`src/rtl/iot_event_sequencer_if.sv`:
```
// Event-collection and replay bus of the IoT event sequencer.
// The master side feeds events and out_en; the slave side is the sequencer.
interface iot_event_sequencer_if #(
  parameter int N_CH = 4,
  parameter int CW   = 4
);
  logic [N_CH-1:0] ev_valid;
  logic [N_CH-1:0] ev_on;
  logic [N_CH-1:0] ev_ready;
  logic            out_en;
  logic            change;
  logic            on_off;
  logic [CW-1:0]   fifo_count;
  logic            fifo_full;
  logic            fifo_empty;

  modport master (
    output ev_valid, ev_on, out_en,
    input  ev_ready, change, on_off, fifo_count, fifo_full, fifo_empty
  );

  modport slave (
    input  ev_valid, ev_on, out_en,
    output ev_ready, change, on_off, fifo_count, fifo_full, fifo_empty
  );
endinterface

```
`src/rtl/iot_event_sequencer.sv`:
```
// Round-robin collector of device join/leave events, buffered in a FIFO and
// replayed as single-cycle change pulses for the active-device monitor.
module iot_event_sequencer #(
  parameter int N_CH  = 4,
  parameter int DEPTH = 8,
  parameter int CW    = $clog2(DEPTH) + 1
) (
  input  logic                   clk,
  input  logic                   rst,
  iot_event_sequencer_if.slave   bus
);
  localparam int PW = $clog2(N_CH);
  localparam int AW = $clog2(DEPTH);

  logic [PW-1:0]   rr_ptr;
  logic [PW-1:0]   grant_idx;
  logic [PW-1:0]   rr_next;
  logic [PW:0]     cand;
  logic            grant_any;
  logic [N_CH-1:0] ready;

  logic [DEPTH-1:0] mem;
  logic [AW-1:0]    wr_ptr;
  logic [AW-1:0]    rd_ptr;
  logic [CW-1:0]    count;
  logic             full;
  logic             empty;
  logic             push;
  logic             pop;

  assign full  = (count == CW'(DEPTH));
  assign empty = (count == '0);

  // First valid channel at or above rr_ptr, wrapping modulo N_CH.
  always_comb begin
    // NOTE: every variable gets a default before any branch so no latch is inferred.
    grant_any = 1'b0;
    grant_idx = '0;
    cand      = '0;
    ready     = '0;
    for (int i = 0; i < N_CH; i++) begin
      cand = {1'b0, rr_ptr} + (PW+1)'(i);
      if (cand >= (PW+1)'(N_CH)) cand = cand - (PW+1)'(N_CH);
      if (!grant_any && bus.ev_valid[cand[PW-1:0]]) begin
        grant_any = 1'b1;
        grant_idx = cand[PW-1:0];
      end
    end
    // A full FIFO refuses pushes regardless of a same-cycle pop; nothing is
    // granted while reset is held.
    if (rst && !full && grant_any) ready[grant_idx] = 1'b1;
  end

  assign rr_next = (grant_idx == PW'(N_CH - 1)) ? '0 : grant_idx + PW'(1);
  assign push    = |ready;
  assign pop     = bus.out_en && !empty;

  always_ff @(posedge clk or negedge rst) begin
    if (!rst) begin
      rr_ptr     <= '0;
      wr_ptr     <= '0;
      rd_ptr     <= '0;
      count      <= '0;
      bus.change <= 1'b0;
      bus.on_off <= 1'b0;
    end else begin
      // NOTE: non-blocking assignments so every register samples pre-edge values.
      if (push) begin
        wr_ptr <= wr_ptr + AW'(1);
        rr_ptr <= rr_next;
      end
      if (pop) begin
        rd_ptr     <= rd_ptr + AW'(1);
        bus.on_off <= mem[rd_ptr];
      end
      bus.change <= pop;
      case ({push, pop})
        2'b10:   count <= count + CW'(1);
        2'b01:   count <= count - CW'(1);
        default: count <= count;
      endcase
    end
  end

  // NOTE: storage has no reset; contents are meaningless until pointers say otherwise.
  always_ff @(posedge clk) begin
    if (push) mem[wr_ptr] <= bus.ev_on[grant_idx];
  end

  assign bus.ev_ready   = ready;
  assign bus.fifo_count = count;
  assign bus.fifo_full  = full;
  assign bus.fifo_empty = empty;
endmodule
```
`src/flat_wrapper.sv`:
```
// flat-port wrapper written by rule: the top's interface ports become plain ports
module iot_event_sequencer_flat 
#(
  parameter int N_CH  = 4,
  parameter int DEPTH = 8,
  parameter int CW    = $clog2(DEPTH) + 1
)
  (clk, rst, bus_ev_valid, bus_ev_on, bus_out_en, bus_ev_ready, bus_change, bus_on_off, bus_fifo_count, bus_fifo_full, bus_fifo_empty);
  iot_event_sequencer_if #(.N_CH(N_CH), .CW(CW)) bus_i ();
  input  logic clk;
  input  logic rst;
  input wire logic [$bits(bus_i.ev_valid)-1:0] bus_ev_valid;
  input wire logic [$bits(bus_i.ev_on)-1:0] bus_ev_on;
  input wire logic [$bits(bus_i.out_en)-1:0] bus_out_en;
  output wire logic [$bits(bus_i.ev_ready)-1:0] bus_ev_ready;
  output wire logic [$bits(bus_i.change)-1:0] bus_change;
  output wire logic [$bits(bus_i.on_off)-1:0] bus_on_off;
  output wire logic [$bits(bus_i.fifo_count)-1:0] bus_fifo_count;
  output wire logic [$bits(bus_i.fifo_full)-1:0] bus_fifo_full;
  output wire logic [$bits(bus_i.fifo_empty)-1:0] bus_fifo_empty;
  assign bus_i.ev_valid = bus_ev_valid;
  assign bus_i.ev_on = bus_ev_on;
  assign bus_i.out_en = bus_out_en;
  assign bus_ev_ready = bus_i.ev_ready;
  assign bus_change = bus_i.change;
  assign bus_on_off = bus_i.on_off;
  assign bus_fifo_count = bus_i.fifo_count;
  assign bus_fifo_full = bus_i.fifo_full;
  assign bus_fifo_empty = bus_i.fifo_empty;
  iot_event_sequencer #(.N_CH(N_CH), .DEPTH(DEPTH), .CW(CW)) u_core (.clk(clk), .rst(rst), .bus(bus_i));
endmodule
```
`config.mk`:
```
export PLATFORM = sky130hd
export DESIGN_NAME = iot_event_sequencer_flat
export DESIGN_NICKNAME = d
export VERILOG_FILES = /design/src/rtl/iot_event_sequencer_if.sv /design/src/rtl/iot_event_sequencer.sv /design/src/flat_wrapper.sv
export SDC_FILE = /design/constraint.sdc
export NUM_CORES = 1
export LEC_CHECK = 0
export CAP_MARGIN = 5
export CORE_MARGIN = 8
export CORE_UTILIZATION = 39
export CTS_CLUSTER_DIAMETER = 50
export CTS_CLUSTER_SIZE = 30
export DETAILED_ROUTE_END_ITERATION = 8
export SETUP_SLACK_MARGIN = 0.05
export SLEW_MARGIN = 10
export SYNTH_ARGS = -nofsm -noshare
export SYNTH_HDL_FRONTEND = slang
export SYNTH_SLANG_ARGS = --single-unit
```
`constraint.sdc`:
```
create_clock -name clk -period 4.3 [get_ports clk]
set_clock_uncertainty 0.2 [all_clocks]
set_input_delay 1.075 -clock clk [delete_from_list [all_inputs] [get_ports clk]]
set_output_delay 1.075 -clock clk [all_outputs]
set_load 0.02 [all_outputs]
```
======== After elaboration in Yosys (flattened, before gate mapping) ========
Cells that the tools add are included.
cells by class
  $add $sub $neg .......................... 12
  muxes and demuxes ....................... 32
  reductions and logical operators ........ 16
  equality and inequality tests ........... 4
  order comparisons ....................... 13
operators by type and width
  operator               number
  $mux W2                9
  $lt A2 B3 Y1 const B   5
  $mux W1                12
  $bmux W1 S2            5
  $ge A3 B3 Y1 const B   3
  $bwmux W8              1
  $logic_and A1 B1 Y1    8
  $lt A3 B4 Y1 const B   2
  $pmux W4 S2            1
  $sub A2 B1 Y2 const B  4
  $add A2 B2 Y3 const B  2
  $add A3 B1 Y3 const B  2
  $logic_not A1 Y1       5
  $add A4 B1 Y4 const B  1
  $eq A2 B2 Y1 const B   2
  $eq A4 B4 Y1 const B   1
  $logic_not A4 Y1       1
  $mux W4                1
  $reduce_or A4 Y1       1
  $sub A4 B1 Y4 const B  1
  $add A2 B1 Y3 const B  1
  $bmux W1 S3            1
  $demux W1 S3           1
  $ge A2 B3 Y1 const B   1
  other kinds (6)        6
storage, ports and cells
  output and inout port bits .............. 12
  bits of input ports ..................... 11
  register bits ........................... 22
  word-level logic and storage cells ...... 84

======== Longest topological paths before layout ========
  word-level depth ........................ 22
  mapped depth ............................ 15
  depth with buffers taken out ............ 14

======== Least setup slack after synthesis ========
No wires, ideal clock.
  path kind ............................... input-to-reg
  start ................................... input bus_ev_valid[2]
  end ..................................... register u_core.count[3], in the netlist u_core.bus.fifo_count[3]
  path slack .............................. 0.351 ns
  arrival ................................. 3.615 ns
  required time ........................... 3.966 ns
  path buffers ............................ 0
  library setup time ...................... 0.134 ns
  cell stages on the path ................. 14
  path through ............................ mux2i_1 > nor2_1 > a311oi_2 > inv_1 > ha_1 > o41a_4 > inv_6 > ha_1 > ha_1 > a21o_1 > a21oi_1 > xnor2_1 > nor2_1 > xor2_1
on the way
  word-level cells in the longest chain between the ends .. 20
  elaborated cells on any way between the ends .. 34
  those cells by class .................... 2 x order compare; 2 x eq/ne; 20 x mux; 10 x reduce/logical
ends and longest elaborated chain
  element                                                                    RTL line                   RTL
  start: declaration                                                         flat_wrapper.sv:12         input wire logic [$bits(bus_i.ev_valid)-1:0] bus_ev_valid;
  $bmux W1 S2                                                                iot_event_sequencer.sv:44  if (!grant_any && bus.ev_valid[cand[PW-1:0]]) begin
  $mux W1 (not written as such)                                              iot_event_sequencer.sv:44
  $mux W1                                                                    iot_event_sequencer.sv:44
  $logic_not A1 Y1                                                           iot_event_sequencer.sv:44
  $logic_and A1 B1 Y1                                                        iot_event_sequencer.sv:44
  $mux W1                                                                    iot_event_sequencer.sv:44
  $logic_not A1 Y1                                                           iot_event_sequencer.sv:44
  $logic_and A1 B1 Y1                                                        iot_event_sequencer.sv:44
  (+4 left out)                                                              -
  $lt A2 B3 Y1 (not written as such) / $ge A2 B1 Y1 (equally long branches)  iot_event_sequencer.sv:51  if (rst && !full && grant_any) ready[grant_idx] = 1'b1;
  $logic_and A1 B1 Y1 (not written as such)                                  iot_event_sequencer.sv:51
  $mux W1 (not written as such)                                              iot_event_sequencer.sv:51
  $demux W1 S2                                                               -
  $mux W4 *                                                                  iot_event_sequencer.sv:51
  $reduce_or A4 Y1 *                                                         iot_event_sequencer.sv:55  assign push = |ready;
  $eq A2 B1 Y1 / $eq A2 B2 Y1 (equally long branches)                        iot_event_sequencer.sv:77  case ({push, pop})
  $pmux W4 S2 / $reduce_bool A2 Y1 (equally long branches)                   -
  end signal: assignment                                                     iot_event_sequencer.sv:78  2'b10: count <= count + CW'(1);
  end signal: assignment                                                     iot_event_sequencer.sv:79  2'b01: count <= count - CW'(1);
  end signal: assignment                                                     iot_event_sequencer.sv:80  default: count <= count;
  end: declaration                                                           iot_event_sequencer.sv:25  logic [CW-1:0] count;
Every way passes the cells marked *; elsewhere a longest branch is shown, timed or not. The select of a mux whose other input is x is not followed.
A chain may end at the register's enable or synchronous reset.

======== Worst setup path in the final report ========
  start ................................... input bus_ev_valid[2]
  end ..................................... output bus_ev_ready[0]
on the way
  word-level cells in the longest chain between the ends .. 17
  elaborated cells on any way between the ends .. 29
  those cells by class .................... 2 x order compare; 19 x mux; 8 x reduce/logical
ends and longest elaborated chain
  element                                                                    RTL line                   RTL
  $bmux W1 S2                                                                iot_event_sequencer.sv:44
  $mux W1 (not written as such)                                              iot_event_sequencer.sv:44
  $mux W1                                                                    iot_event_sequencer.sv:44
  $logic_not A1 Y1                                                           iot_event_sequencer.sv:44
  $logic_and A1 B1 Y1                                                        iot_event_sequencer.sv:44
  $mux W1                                                                    iot_event_sequencer.sv:44
  $logic_not A1 Y1                                                           iot_event_sequencer.sv:44
  $logic_and A1 B1 Y1                                                        iot_event_sequencer.sv:44
  $mux W1                                                                    iot_event_sequencer.sv:44
  $logic_not A1 Y1                                                           iot_event_sequencer.sv:44
  $logic_and A1 B1 Y1                                                        iot_event_sequencer.sv:44
  $mux W2                                                                    iot_event_sequencer.sv:44
  $lt A2 B3 Y1 (not written as such) / $ge A2 B1 Y1 (equally long branches)  iot_event_sequencer.sv:51
  $logic_and A1 B1 Y1 (not written as such)                                  iot_event_sequencer.sv:51
  $mux W1 (not written as such)                                              iot_event_sequencer.sv:51
  $demux W1 S2                                                               -
  $mux W4 *                                                                  iot_event_sequencer.sv:51
  end: declaration                                                           flat_wrapper.sv:15         output wire logic [$bits(bus_i.ev_ready)-1:0] bus_ev_ready;
Marks and branches as above.

==> results.json <==
{
  "status": "finished, final reports clean",
  "antenna_cells": 0,
  "crit_arrival_ps": 2880,
  "muxShareOfSynthArea": 0.0742,
  "synth-main-ff-cell": "dfrtp_1",
  "drv_cap": 0,
  "path_class": "input port to output pin",
  "die_width_um": 73.3,
  "drt_wl_total_mm": 2.36,
  "die_area_um2": 5380,
  "fin_tns_setup_ps": 0,
  "yosysWarnings": 0,
  "min_period_ps": 4150,
  "clkSlewWorstSetupHoldPaths_ps": 120,
  "relSlewSlack": 0.608,
  "r2r-start": "u_core.rr_ptr[1]$_DFFE_PN0P_",
  "first_iter_violations": 27,
  "finalHoldViolCount": 0,
  "grt-ovfl-total": 0,
  "layout.nets": 166,
  "synth-xor-area-share": 0.0547,
  "async_reset_ff_frac": 0.636,
  "synthAdderAreaFrac": 0.104,
  "io_pins": 23,
  "num_rows": 21,
  "netlist.top_cell.by_area": "dfrtp_1",
  "cts_buffers": 3,
  "fill_cells": 313,
  "wl_per_cell_um": 12.4,
  "synth_most_common_cell": "nand2_1",
  "final_layout_size_suffix_gt1_frac": 0.201,
  "die_h_um": 73.3,
  "slew_violations": 0,
  "area_growth_pct": 31.1,
  "firstDrtPassIters": 3,
  "post-dp-hpwl_mm": 1.90,
  "synth_cell_types": 33,
  "synth_commonest_cells": "nand2_1 (16), dfrtp_1 (14), ha_1 (9)",
  "cts_tree": "yes",
  "postCtsSetupBuffers": 0,
  "switching_share": 0.389,
  "antenna_found_initial": 0,
  "min_path_type": "flop to flop",
  "clk_latency_ps": 310,
  "ctsResizeCount": 4,
  "start_util": 0.396,
  "rr_endpoint": "u_core.bus.fifo_count[3]$_DFFE_PN0P_",
  "grt_pass1_wl_mm": 4.06,
  "grt_pass1_vias": 910,
  "clock_power_share": 0.139,
  "power_leakage_nw": 0.726,
  "clock_path_buffers": 2,
  "portBuffers": 22,
  "routed_via_density": 4.61,
  "setup-violations-final": 0,
  "rsz0062_at_grt": "yes",
  "synth_edf_count": 8,
  "synth_nets": 130,
  "ys_seq_area_frac": 0.461,
  "cp-start-kind": "input port",
  "cp-end-kind": "output pin",
  "grt_max_degree": 15,
  "grt_usage": 0.0969,
  "cts_root_buf": "clkbuf_4",
  "regToRegSetupSlack_ps": 900,
  "ctsHtreeMaxLevel": 1,
  "switchingPower_uw": 439,
  "cts_sinks": 22,
  "final_area_um2": 1680,
  "p_per_area_nw_per_um2": 672,
  "ys_ff_latch": 22,
  "synthSimpleGateAreaFrac": 0.168,
  "avgSynthCellArea_um2": 11.8,
  "intPower_uw": 689,
  "utilization": 0.520,
  "ir_worst_vdd_v": 0.000358,
  "period_share": 0.966,
  "ant_nets": 0,
  "pwr-share-comb": 0.495,
  "critPathMaxFanout": 5,
  "synth_top_area_share": 0.273,
  "syn_inst": 109,
  "post_dp_cell_area_um2": 1630,
  "synthesis.area_um2": 1280,
  "synth_compound_area_frac": 0.0967,
  "drc": 0,
  "worstSetupEndpoint": "bus_ev_ready[0]",
  "worst_ep_required_time_ps": 3020,
  "gp_congestion": 0.737,
  "core_region_area_um2": 3230,
  "cts_hold_buffers": 0,
  "via_count": 875,
  "fmax_mhz": 241,
  "worst_slew_pin_slew_ps": 583,
  "ys_top_cells_by_area": "dfrtp_1 (27%), edfxtp_1 (19%), ha_1 (8.8%)",
  "startpoint": "bus_ev_valid[2]",
  "seqPwrFrac": 0.365,
  "synth_top_family_by_area": "simple AND/OR/NAND/NOR gates",
  "reg2reg_depth": 15
}
==> flip-flops by register name, indices dropped and copies added (netlist names) <==
signal                 flops
u_core.bus.on_off          1
u_core.bus.fifo_count      4
u_core.rd_ptr              3
u_core.wr_ptr              3
u_core.bus.change          1
u_core.mem                 8
u_core.rr_ptr              2
==> cells in the final DEF (no fill, tap or decap), types with 2 or more instances in the layout <==
cell             instances
buf_4                   11
mux2i_1                  5
edfxtp_1                 8
mux4_2                   2
and2_1                   5
nor3_1                   3
clkdlybuf4s15_1          2
ha_1                     9
nor2_1                   3
inv_1                    7
dlygate4sd2_1            2
dfrtp_1                 14
xor2_1                   2
a21oi_1                  4
clkbuf_4                 3
xnor2_1                  6
clkdlybuf4s50_1         17
nor4_1                   2
nand2_1                 16
o21ai_0                  4
nor3b_2                  2
==> power by group through the flow <==
stage	clock network, mW	logic, mW	registers (mW)
finish	0.157	0.559	0.412
CTS	0.163	0.570	0.415
global placement	0	0.561	0.413
floorplan	0	0.366	0.417
detailed placement	0	0.572	0.419
global route	0.172	0.626	0.428
==> stage by stage <==
step	instances	power [mW]	hold slack, ps	setup slack (ps)
after global routing	190	1.23	328	37.0
after global placement	186	0.974	263	-89.2
after detailed placement	186	0.991	277	-160
after floorplan	109	0.782	266	351
final	190	1.13	303	146
after CTS	190	1.15	306	81.2
==> worst max-delay path: stages <==
cell	delay, ps
clkdlybuf4s50_1	460
mux2i_1	150
nor2_1	60
a311oi_2	240
buf_4	180
inv_1	60
ha_1	220
and2_1	140
clkdlybuf4s15_1	280
==> per-layer routing <==
metal	track usage	wire length, um	share of wire	vias up
met2	0.161	1170	0.49	14
met4	0.0333	36	0.015	0
met5	0	0	0	-
met1	0.110	1010	0.43	407
li1	-	-	-	450
met3	0.0382	141	0.060	4
==> cell type report <==
type,count,area (um2),share of cell area
sequential,22,591,0.352
multi-input combinational,76,637,0.379
clock inverter,1,30.0,0.0179
tap,46,57.6,0.0343
timing repair buffer,33,303,0.180
clock buffer,3,22.5,0.0134
inverter,9,38.8,0.0231
==> kinds of logic after synthesis <==
kind of cell | count (synthesis)
multiplexers | 7
AO/OA/AOI/OAI | 15
adder cells (fa/ha/maj) | 10
AND/OR/NAND/NOR | 36
buffers and inverters | 11
XOR/XNOR | 8
flip-flops | 22
==> worst min-delay path by stage <==
stage	from	endpoint	slack, ps	cells after the start
2_1_floorplan	u_core.rd_ptr[2]$_DFFE_PN0P_	u_core.rd_ptr[2]$_DFFE_PN0P_	270	1
3_3_place_gp	u_core.bus.on_off$_DFFE_PN0P_	u_core.bus.on_off$_DFFE_PN0P_	260	2
3_5_place_dp	u_core.bus.on_off$_DFFE_PN0P_	u_core.bus.on_off$_DFFE_PN0P_	280	2
4_1_cts	u_core.bus.on_off$_DFFE_PN0P_	u_core.bus.on_off$_DFFE_PN0P_	310	2
5_1_grt	u_core.bus.on_off$_DFFE_PN0P_	u_core.bus.on_off$_DFFE_PN0P_	330	2
6_report	u_core.bus.on_off$_DFFE_PN0P_	u_core.bus.on_off$_DFFE_PN0P_	300	2
Power figures use the tool's default switching activity.
